**config.mk**
```make
export PLATFORM = sky130hd
export DESIGN_NAME = lpc_adaptive_quantizer_flat
export DESIGN_NICKNAME = d
export VERILOG_FILES = /design/src/rtl/lpc_quant_pkg.sv /design/src/rtl/lpc_adaptive_quantizer_if.sv /design/src/rtl/float_to_fixed_scaled.sv /design/src/rtl/lpc_adaptive_quantizer.sv /design/src/flat_wrapper.sv
export SDC_FILE = /design/constraint.sdc
export NUM_CORES = 1
export LEC_CHECK = 0
export ABC_AREA = 1
export BUFFER_PORTS_ARGS = -buffer_cell sky130_fd_sc_hd__buf_2
export CAP_MARGIN = 20
export CORE_MARGIN = 2
export CORE_UTILIZATION = 53
export CTS_BUF_LIST = sky130_fd_sc_hd__clkbuf_16
export DETAILED_ROUTE_END_ITERATION = 12
export HOLD_SLACK_MARGIN = 0.12
export PLACE_DENSITY = 0.66
export REMOVE_ABC_BUFFERS = 1
export SYNTH_ARGS = -nofsm -noshare
export SYNTH_HDL_FRONTEND = slang
export SYNTH_SLANG_ARGS = --single-unit
```
**constraint.sdc**
```tcl
create_clock -name iClock -period 6.6 [get_ports iClock]
set_input_delay 0 -clock iClock [delete_from_list [all_inputs] [get_ports iClock]]
set_output_delay 0 -clock iClock [all_outputs]
set_load 0.01 [all_outputs]
```
**src/rtl/lpc_quant_pkg.sv**
```systemverilog
// Shared constants for the adaptive LPC coefficient quantizer:
// IEEE-754 single field layout, FSM state codes, output clamp limits.
package lpc_quant_pkg;

    localparam int EXP_W       = 8;
    localparam int MANT_FRAC_W = 23;
    localparam int EXP_BIAS    = 127;
    localparam int EXP_SPECIAL = (1 << EXP_W) - 1;

    localparam logic [1:0] ST_COLLECT = 2'd0;
    localparam logic [1:0] ST_SHIFT   = 2'd1;
    localparam logic [1:0] ST_EMIT    = 2'd2;

    function automatic int satMax(input int p);
        return (1 << (p - 1)) - 1;
    endfunction

    function automatic int satMin(input int p);
        return -(1 << (p - 1));
    endfunction

endpackage

```
**src/rtl/lpc_adaptive_quantizer_if.sv**
```systemverilog
// Coefficient stream into the quantizer and quantized stream out of it.
// master drives floats (solver side), slave is the quantizer.
interface lpc_adaptive_quantizer_if #(
    parameter int PRECISION = 12
);

    logic                        iValid;
    logic [31:0]                 iFloatCoeff;
    logic [5:0]                  iOrder;
    logic                        oReady;
    logic signed [PRECISION-1:0] oQuantizedCoeff;
    logic [4:0]                  oShift;
    logic                        oValid;
    logic                        oLast;
    logic                        oSaturated;

    modport master (
        output iValid, iFloatCoeff, iOrder,
        input  oReady, oQuantizedCoeff, oShift,
        input  oValid, oLast, oSaturated
    );

    modport slave (
        input  iValid, iFloatCoeff, iOrder,
        output oReady, oQuantizedCoeff, oShift,
        output oValid, oLast, oSaturated
    );

endinterface

```
**src/rtl/float_to_fixed_scaled.sv**
```systemverilog
// Float -> scaled fixed point, round half away from zero, saturate; 2 stages.
// LPC_QUANT_ERROR_FEEDBACK_EN adds the carried rounding-error register.
module float_to_fixed_scaled
    import lpc_quant_pkg::*;
#(
    parameter int PRECISION = 12,
    parameter int FRAC_BITS = 8
) (
    input  logic                        iClock,
    input  logic                        iReset,
    input  logic                        iEnable,
`ifdef LPC_QUANT_ERROR_FEEDBACK_EN
    input  logic                        iClear,
`endif
    input  logic                        iValid,
    input  logic                        iLast,
    input  logic [31:0]                 iFloat,
    input  logic [4:0]                  iShift,
    output logic                        oValid,
    output logic                        oLast,
    output logic signed [PRECISION-1:0] oValue,
    output logic                        oSaturated
);

    localparam int MANT_W = MANT_FRAC_W + 1;
    localparam int MAGW   = PRECISION + FRAC_BITS + 1;
    localparam int WW     = MANT_W + MAGW;
    localparam int AW     = MAGW + 3;

    localparam logic signed [AW-1:0] HALF = AW'(1 << (FRAC_BITS - 1));
    localparam logic signed [AW-1:0] QMAX = AW'(satMax(PRECISION));
    localparam logic signed [AW-1:0] QMIN = AW'(satMin(PRECISION));

    logic [EXP_W-1:0]  exp;
    logic [MANT_W-1:0] mant;
    int                sh;
    int                rsh;
    logic [WW-1:0]     wide;
    logic              ovf;
    logic [MAGW-1:0]   magN;

    assign exp  = iFloat[MANT_FRAC_W +: EXP_W];
    assign mant = {1'b1, iFloat[MANT_FRAC_W-1:0]};

    // Magnitude with FRAC_BITS fraction; overflow pins to all-ones so it saturates.
    always_comb begin
        sh   = int'(exp) + int'(iShift) + FRAC_BITS - (EXP_BIAS + MANT_FRAC_W);
        rsh  = -sh;
        wide = '0;
        ovf  = 1'b0;
        if (sh > MAGW)
            ovf = 1'b1;
        else if (sh >= 0)
            wide = WW'(mant) << sh;
        else if (rsh <= MANT_W + FRAC_BITS)
            wide = WW'(mant) >> rsh;
        ovf  = ovf | (|wide[WW-1:MAGW]);
        magN = ovf ? '1 : wide[MAGW-1:0];
        if (exp == '0)
            magN = '0;
    end

    logic            s1Valid;
    logic            s1Last;
    logic            s1Sign;
    logic            s1Special;
    logic [MAGW-1:0] s1Mag;

    always_ff @(posedge iClock) begin
        if (iReset) begin
            s1Valid   <= 1'b0;
            s1Last    <= 1'b0;
            s1Sign    <= 1'b0;
            s1Special <= 1'b0;
            s1Mag     <= '0;
        end else if (iEnable) begin
            s1Valid   <= iValid;
            s1Last    <= iLast;
            s1Sign    <= iFloat[31];
            s1Special <= (int'(exp) == EXP_SPECIAL);
            s1Mag     <= magN;
        end
    end

    logic signed [AW-1:0] errTerm;
    logic signed [AW-1:0] signedMag;
    logic signed [AW-1:0] acc;
    logic signed [AW-1:0] absAcc;
    logic signed [AW-1:0] qAbs;
    logic signed [AW-1:0] q;
    logic signed [AW-1:0] qc;
    logic                 sat;

    always_comb begin
        signedMag = $signed({3'b000, s1Mag});
        if (s1Sign)
            signedMag = -signedMag;
        acc    = signedMag + errTerm;
        absAcc = acc[AW-1] ? -acc : acc;
        qAbs   = (absAcc + HALF) >>> FRAC_BITS;
        q      = acc[AW-1] ? -qAbs : qAbs;
        sat    = 1'b1;
        if (s1Special)
            qc = s1Sign ? QMIN : QMAX;
        else if (q > QMAX)
            qc = QMAX;
        else if (q < QMIN)
            qc = QMIN;
        else begin
            qc  = q;
            sat = 1'b0;
        end
    end

`ifdef LPC_QUANT_ERROR_FEEDBACK_EN
    localparam logic signed [AW-1:0] ELIM = AW'((1 << MAGW) - 1);

    logic signed [AW-1:0] err;
    logic signed [AW-1:0] errNext;
    logic signed [AW:0]   qcScaled;
    logic signed [AW:0]   errFull;

    // Clamp keeps repeated saturation from growing the carry without bound.
    always_comb begin
        qcScaled = $signed({qc[AW-1], qc}) <<< FRAC_BITS;
        errFull  = $signed({acc[AW-1], acc}) - qcScaled;
        if (s1Special)
            errNext = '0;
        else if (errFull > ELIM)
            errNext = ELIM;
        else if (errFull < -ELIM)
            errNext = -ELIM;
        else
            errNext = errFull[AW-1:0];
    end

    always_ff @(posedge iClock) begin
        if (iReset)
            err <= '0;
        else if (iEnable) begin
            if (iClear)
                err <= '0;
            else if (s1Valid)
                err <= errNext;
        end
    end

    assign errTerm = err;
`else
    assign errTerm = '0;
`endif

    always_ff @(posedge iClock) begin
        if (iReset) begin
            oValid     <= 1'b0;
            oLast      <= 1'b0;
            oValue     <= '0;
            oSaturated <= 1'b0;
        end else if (iEnable) begin
            oValid     <= s1Valid;
            oLast      <= s1Valid & s1Last;
            oValue     <= s1Valid ? qc[PRECISION-1:0] : '0;
            oSaturated <= s1Valid & sat;
        end
    end

endmodule

```
**src/rtl/lpc_adaptive_quantizer.sv**
```systemverilog
// Block LPC coefficient quantizer: collect, choose shift, emit fixed point.
// Define LPC_QUANT_ERROR_FEEDBACK_EN for FLAC-style error-carry rounding.
module lpc_adaptive_quantizer
    import lpc_quant_pkg::*;
#(
    parameter int PRECISION = 12,
    parameter int MAX_ORDER = 32,
    parameter int MAX_SHIFT = 15,
    parameter int FRAC_BITS = 8
) (
    input logic                     iClock,
    input logic                     iReset,
    input logic                     iEnable,
    lpc_adaptive_quantizer_if.slave bus
);

    localparam int CW = $clog2(MAX_ORDER + 1);
    localparam int IW = $clog2(MAX_ORDER);

    logic [1:0]       state;
    logic [1:0]       stateNext;
    logic [CW-1:0]    cnt;
    logic [CW-1:0]    order;
    logic [CW-1:0]    orderIn;
    logic [CW-1:0]    needed;
    logic [CW-1:0]    rdIdx;
    logic [EXP_W-1:0] emax;
    logic [EXP_W-1:0] inExp;
    logic [31:0]      mem [MAX_ORDER];
    logic [31:0]      rdData;
    logic             rdValid;
    logic             rdLast;
    logic             readyQ;
    logic [4:0]       shiftQ;
    logic [4:0]       sSel;
    int               sCalc;
    logic             accept;
    logic             lastAcc;
    logic             issue;

    assign inExp   = bus.iFloatCoeff[MANT_FRAC_W +: EXP_W];
    assign accept  = iEnable & bus.iValid & readyQ;
    assign needed  = (cnt == '0) ? orderIn : order;
    assign lastAcc = accept && ((cnt + 1'b1) == needed);
    assign issue   = (state == ST_EMIT) && (rdIdx < order);

    always_comb begin
        if (bus.iOrder == '0)
            orderIn = CW'(1);
        else if (int'(bus.iOrder) > MAX_ORDER)
            orderIn = CW'(MAX_ORDER);
        else
            orderIn = CW'(bus.iOrder);
    end

    // emax is biased, so 0 means every coefficient was zero or denormal.
    always_comb begin
        sCalc = PRECISION - 2 - (int'(emax) - EXP_BIAS);
        if (emax == '0 || sCalc < 0)
            sSel = 5'd0;
        else if (sCalc > MAX_SHIFT)
            sSel = 5'(MAX_SHIFT);
        else
            sSel = 5'(sCalc);
    end

    always_comb begin
        stateNext = state;
        unique case (1'b1)
            state == ST_COLLECT: if (lastAcc) stateNext = ST_SHIFT;
            state == ST_SHIFT:   stateNext = ST_EMIT;
            state == ST_EMIT:    if (bus.oValid && bus.oLast) stateNext = ST_COLLECT;
            default:             stateNext = ST_COLLECT;
        endcase
    end

    always_ff @(posedge iClock) begin
        if (iReset) begin
            state   <= ST_COLLECT;
            readyQ  <= 1'b0;
            cnt     <= '0;
            order   <= '0;
            emax    <= '0;
            shiftQ  <= '0;
            rdIdx   <= '0;
            rdValid <= 1'b0;
            rdLast  <= 1'b0;
        end else if (iEnable) begin
            state   <= stateNext;
            readyQ  <= (stateNext == ST_COLLECT);
            rdValid <= issue;
            rdLast  <= issue && (rdIdx == order - 1'b1);
            if (accept) begin
                cnt <= lastAcc ? '0 : cnt + 1'b1;
                if (cnt == '0)
                    order <= orderIn;
                if (inExp > emax)
                    emax <= inExp;
            end
            if (state == ST_SHIFT) begin
                shiftQ <= sSel;
                emax   <= '0;
                rdIdx  <= '0;
            end
            if (issue)
                rdIdx <= rdIdx + 1'b1;
        end
    end

    always_ff @(posedge iClock) begin
        if (accept)
            mem[cnt[IW-1:0]] <= bus.iFloatCoeff;
        if (iEnable && issue)
            rdData <= mem[rdIdx[IW-1:0]];
    end

    assign bus.oReady = readyQ;
    assign bus.oShift = shiftQ;

    float_to_fixed_scaled #(
        .PRECISION (PRECISION),
        .FRAC_BITS (FRAC_BITS)
    ) u_conv (
        .iClock     (iClock),
        .iReset     (iReset),
        .iEnable    (iEnable),
`ifdef LPC_QUANT_ERROR_FEEDBACK_EN
        .iClear     (state == ST_SHIFT),
`endif
        .iValid     (rdValid),
        .iLast      (rdLast),
        .iFloat     (rdData),
        .iShift     (shiftQ),
        .oValid     (bus.oValid),
        .oLast      (bus.oLast),
        .oValue     (bus.oQuantizedCoeff),
        .oSaturated (bus.oSaturated)
    );

endmodule

```
**src/flat_wrapper.sv**
```systemverilog
// flat-port wrapper written by rule: the top's interface ports become plain ports
module lpc_adaptive_quantizer_flat import lpc_quant_pkg::*;
#(
    parameter int PRECISION = 12,
    parameter int MAX_ORDER = 32,
    parameter int MAX_SHIFT = 15,
    parameter int FRAC_BITS = 8
)
  (iClock, iReset, iEnable, bus_iValid, bus_iFloatCoeff, bus_iOrder, bus_oReady, bus_oQuantizedCoeff, bus_oShift, bus_oValid, bus_oLast, bus_oSaturated);
  lpc_adaptive_quantizer_if #(.PRECISION(PRECISION)) bus_i ();
  input logic iClock;
  input logic iReset;
  input logic iEnable;
  input wire logic [$bits(bus_i.iValid)-1:0] bus_iValid;
  input wire logic [$bits(bus_i.iFloatCoeff)-1:0] bus_iFloatCoeff;
  input wire logic [$bits(bus_i.iOrder)-1:0] bus_iOrder;
  output wire logic [$bits(bus_i.oReady)-1:0] bus_oReady;
  output wire logic [$bits(bus_i.oQuantizedCoeff)-1:0] bus_oQuantizedCoeff;
  output wire logic [$bits(bus_i.oShift)-1:0] bus_oShift;
  output wire logic [$bits(bus_i.oValid)-1:0] bus_oValid;
  output wire logic [$bits(bus_i.oLast)-1:0] bus_oLast;
  output wire logic [$bits(bus_i.oSaturated)-1:0] bus_oSaturated;
  assign bus_i.iValid = bus_iValid;
  assign bus_i.iFloatCoeff = bus_iFloatCoeff;
  assign bus_i.iOrder = bus_iOrder;
  assign bus_oReady = bus_i.oReady;
  assign bus_oQuantizedCoeff = bus_i.oQuantizedCoeff;
  assign bus_oShift = bus_i.oShift;
  assign bus_oValid = bus_i.oValid;
  assign bus_oLast = bus_i.oLast;
  assign bus_oSaturated = bus_i.oSaturated;
  lpc_adaptive_quantizer #(.PRECISION(PRECISION), .MAX_ORDER(MAX_ORDER), .MAX_SHIFT(MAX_SHIFT), .FRAC_BITS(FRAC_BITS)) u_core (.iClock(iClock), .iReset(iReset), .iEnable(iEnable), .bus(bus_i));
endmodule
```
==> impl_results.md <==
* Critical path's slowest cell: fa_1
* CP peak stage delay at 490 ps
* Yosys top cell area share at 0.623
* Leak Pwr at 19.6 nW
* RSZ-0062 raised after global routing: false
* Die X at 314 µm
* TritonCTS clock tree: done
* Synth area leader: edfxtp_1
* Power per cell area at 259 nW/µm²
* Core area at 95000 µm²
* Simple-gate share of the synthesized area at 0.164
* Fraction of synthesized cell area in xor and xnor cells at 0.00656
* Number of synthesized flops with an enable pin at 1056
* Mapped Area at 50900 µm²
* Yosys warnings at 0
* H-tree levels at 3
* VDD IR-drop max at 0.000221 V
* 1st-pass router iterations at 8
* Final-report setup violation count at 0
* Vias per Instance at 6.17
* Register area share after synthesis at 0.653
* Cells after Synth at 4730
* WHS at 195 ps
* Worst Tran Pin Value at 1110 ps
* Layout cells sized above 1 at 0.0931
* Worst min-delay path class: primary input to flop
* Avg Cell Area, Syn at 10.8 µm²
* Startpoint class of the critical path: flop
* Adder-cell share of the synthesized area at 0.0112
* Drt first-iter violations at 4799
* Total CTS buffers at 110
* Max-Cap Viols at 0
* Multi-input gate area at 16000 µm²
* Clock Sinks at 1132
* Row count at 113
* Area Growth Syn to Fin at 10.7%
* Slew Limit Fails at 0
* Overflow after GRT at 0
* GRT Util Overall at 0.290
* Initial antenna violation count at 6
* Num ports at 63
* Clock Path Buffers at 3
* Largest family of logic cells by synthesized area: simple AND/OR/NAND/NOR gates
* Die height at 314 µm
* Post-synthesis mux area share at 0
* Largest net degree at the start of global routing at 153
* DR DRC count at 0
* Fin util at 0.593
* CP Class: flop to flop
* Nets at 4796
* Final Hold Viols at 0
* Reg clk slew, reported paths at 60 ps
* Latest clock arrival within the worst-skew pair at 730 ps
* GP Congestion at 0.928
* Top_reg_cell synth: edfxtp_1
* Wire length per cell at 23.9 µm
* Wirelength, routed at 145000 µm
* Fmax at 169 MHz
* CP arrival at 6480 ps
* Yosys cell types at 60
* Initial Util at 0.536
* Most frequent CP cell: nand2_1
* Yosys reg bits at 1132
* FF+latch area at 33200 µm²
* Post-CTS Setup Inserts at 0
* Global-route wire length before repair at 215000 µm
* Synth Area in Compound Gates at 0.128
* Routed via count at 37470
* Worst slew margin at 0.256
* Synth area leaders: edfxtp_1 62%, o21ai_0 5.9%, nor2_1 5.5%
* Clock Skew at 82.0 ps
* Post-route insts no fill at 6069
* FILL cells at 7827
* Period utilization at 0.895
* Final Critical Period at 5910 ps
* Crit-path max FO at 33
* Die ar. at 98500 µm²
* Post-route ant nets at 0
* Post-placement cell count at 5821
* CTS root buffer: clkbuf_16
* DPL Wire Length at 78700 µm
* CP Data Required Time at 7170 ps
* Number of global-route vias before repair at 34677
* I/O Buffers at 62
* Status: complete, no violations
* Setup crit end kind: flop
* Ys async rst share at 0
## cell usage after synthesis, drive strengths merged, types with 2 or more instances
master   count
nor3        15
buf         53
o22ai       73
o2111ai      2
o21ai      610
a31oi       38
a21oi      124
and3         2
nor2       776
xor2        32
xnor2        4
nand3b       9
clkbuf     252
a32oi       28
nor4         5
inv        184
nand2      672
a2111oi      2
dfxtp       76
o221ai     189
o21bai       3
clkinv       4
o21a         4
ha          44
a21boi       2
nand4       61
or2          5
a211oi       3
nand3      393
edfxtp    1056
## worst paths after layout
kind,depth (start not counted),slack (ps),endpoint,startpoint
worst max register to register,28,690,u_core.u_conv.s1Mag[12]$_SDFFE_PP0P_,u_core.rdData[23]$_DFFE_PP_
worst min-delay path,4,190,u_core.order[4]$_SDFFE_PP0P_,bus_iValid
worst min register to register,2,460,u_core.u_conv.oValue[0]$_SDFFE_PP0P_,u_core.u_conv.oValue[0]$_SDFFE_PP0P_
worst max-delay path,28,690,u_core.u_conv.s1Mag[12]$_SDFFE_PP0P_,u_core.rdData[23]$_DFFE_PP_
## state kept, by name, summed over array words and instances, names as in the netlist, 2 cells and up
signal                cells
u_core.rdData            32
u_core.rdIdx              6
u_core.u_conv.oValue     12
u_core.cnt                6
u_core.emax               8
u_core.bus.oShift         5
u_core.u_conv.s1Mag      21
u_core.order              6
u_core.state              2
u_core.mem             1024
## final cells by class
type / instances / share of cell area
clock buffers: 111 / 0.0493
well taps: 1265 / 0.0281
inverters: 188 / 0.0129
diodes: 3 / 0.000133
multi-input cells: 3105 / 0.283
repair buffers: 172 / 0.0236
flip-flops and latches: 1132 / 0.590
clock inverters: 93 / 0.0126
## what timing repair did
item                                   4_1_cts  5_1_grt
gates resized for setup                      0        1
setup endpoints to repair                    0       21
endpoints found under the hold margin     1085        0
hold buffers                                40        0
## metal layers
metal	part of all wire	vias up	GRT usage
li1	-	17144	-
met1	0.40	18237	0.398
met2	0.47	1787	0.470
met3	0.088	300	0.0495
met4	0.035	2	0.0998
met5	0.000062	-	0
## cells by family (layout without fill, tap and decap cells)
kind of cell,after synthesis,after routing
AO/OA/AOI/OAI,1084,1084
XOR/XNOR,36,36
adder cells (fa/ha/maj),45,45
buffers and inverters,493,564
flip-flops,1132,1132
other,0,3
AND/OR/NAND/NOR,1940,1940
## report_power, final
part / internal (mW) / switching, mW
logic: 0.192 / 0.477
registers: 7.85 / 0.0218
clock network: 3.33 / 2.69
## worst max-delay path, delay by kind of cell (launching register included)
kind / cells / cell delay, ps
AOI/OAI and AO/OA: 3 / 590
adders and majority gates: 3 / 1070
buffers and inverters: 4 / 1120
DFF: 1 / 390
and+or+nand+nor: 18 / 2650
## metrics by stage
stage / setup WS (ps) / TNS (ps) / cell area, µm² / power (mW)
2_1_floorplan: -18790 / -1300620 / 49700 / 8.44
3_3_place_gp: 666 / 0 / 52400 / 8.66
3_5_place_dp: 540 / 0 / 52400 / 8.67
4_1_cts: 508 / 0 / 56300 / 14.6
5_1_grt: 65.7 / 0 / 56400 / 15.0
6_report: 694 / 0 / 56400 / 14.6
## placed cells by master (no fill, tap or decap), drive strengths merged, types with 2 or more instances in the layout
cell type    Yosys  routed
edfxtp        1056    1056
nor2           776     776
nand2          672     672
o21ai          610     610
nand3          393     393
inv            184     214
o221ai         189     189
buf             53     132
a21oi          124     124
clkbuf         252     111
dfxtp           76      76
o22ai           73      73
nand4           61      61
clkinv           4      55
ha              44      44
dlygate4sd3      0      40
a31oi           38      38
xor2            32      32
a32oi           28      28
nor3            15      15
nand3b           9       9
bufinv           0       7
nor4             5       5
clkinvlp         0       5
or2              5       5
o21a             4       4
xnor2            4       4
diode            0       3
a211oi           3       3
o21bai           3       3
o2111ai          2       2
a2111oi          2       2
a21boi           2       2
and3             2       2
(Power assumes the default switching activity.)
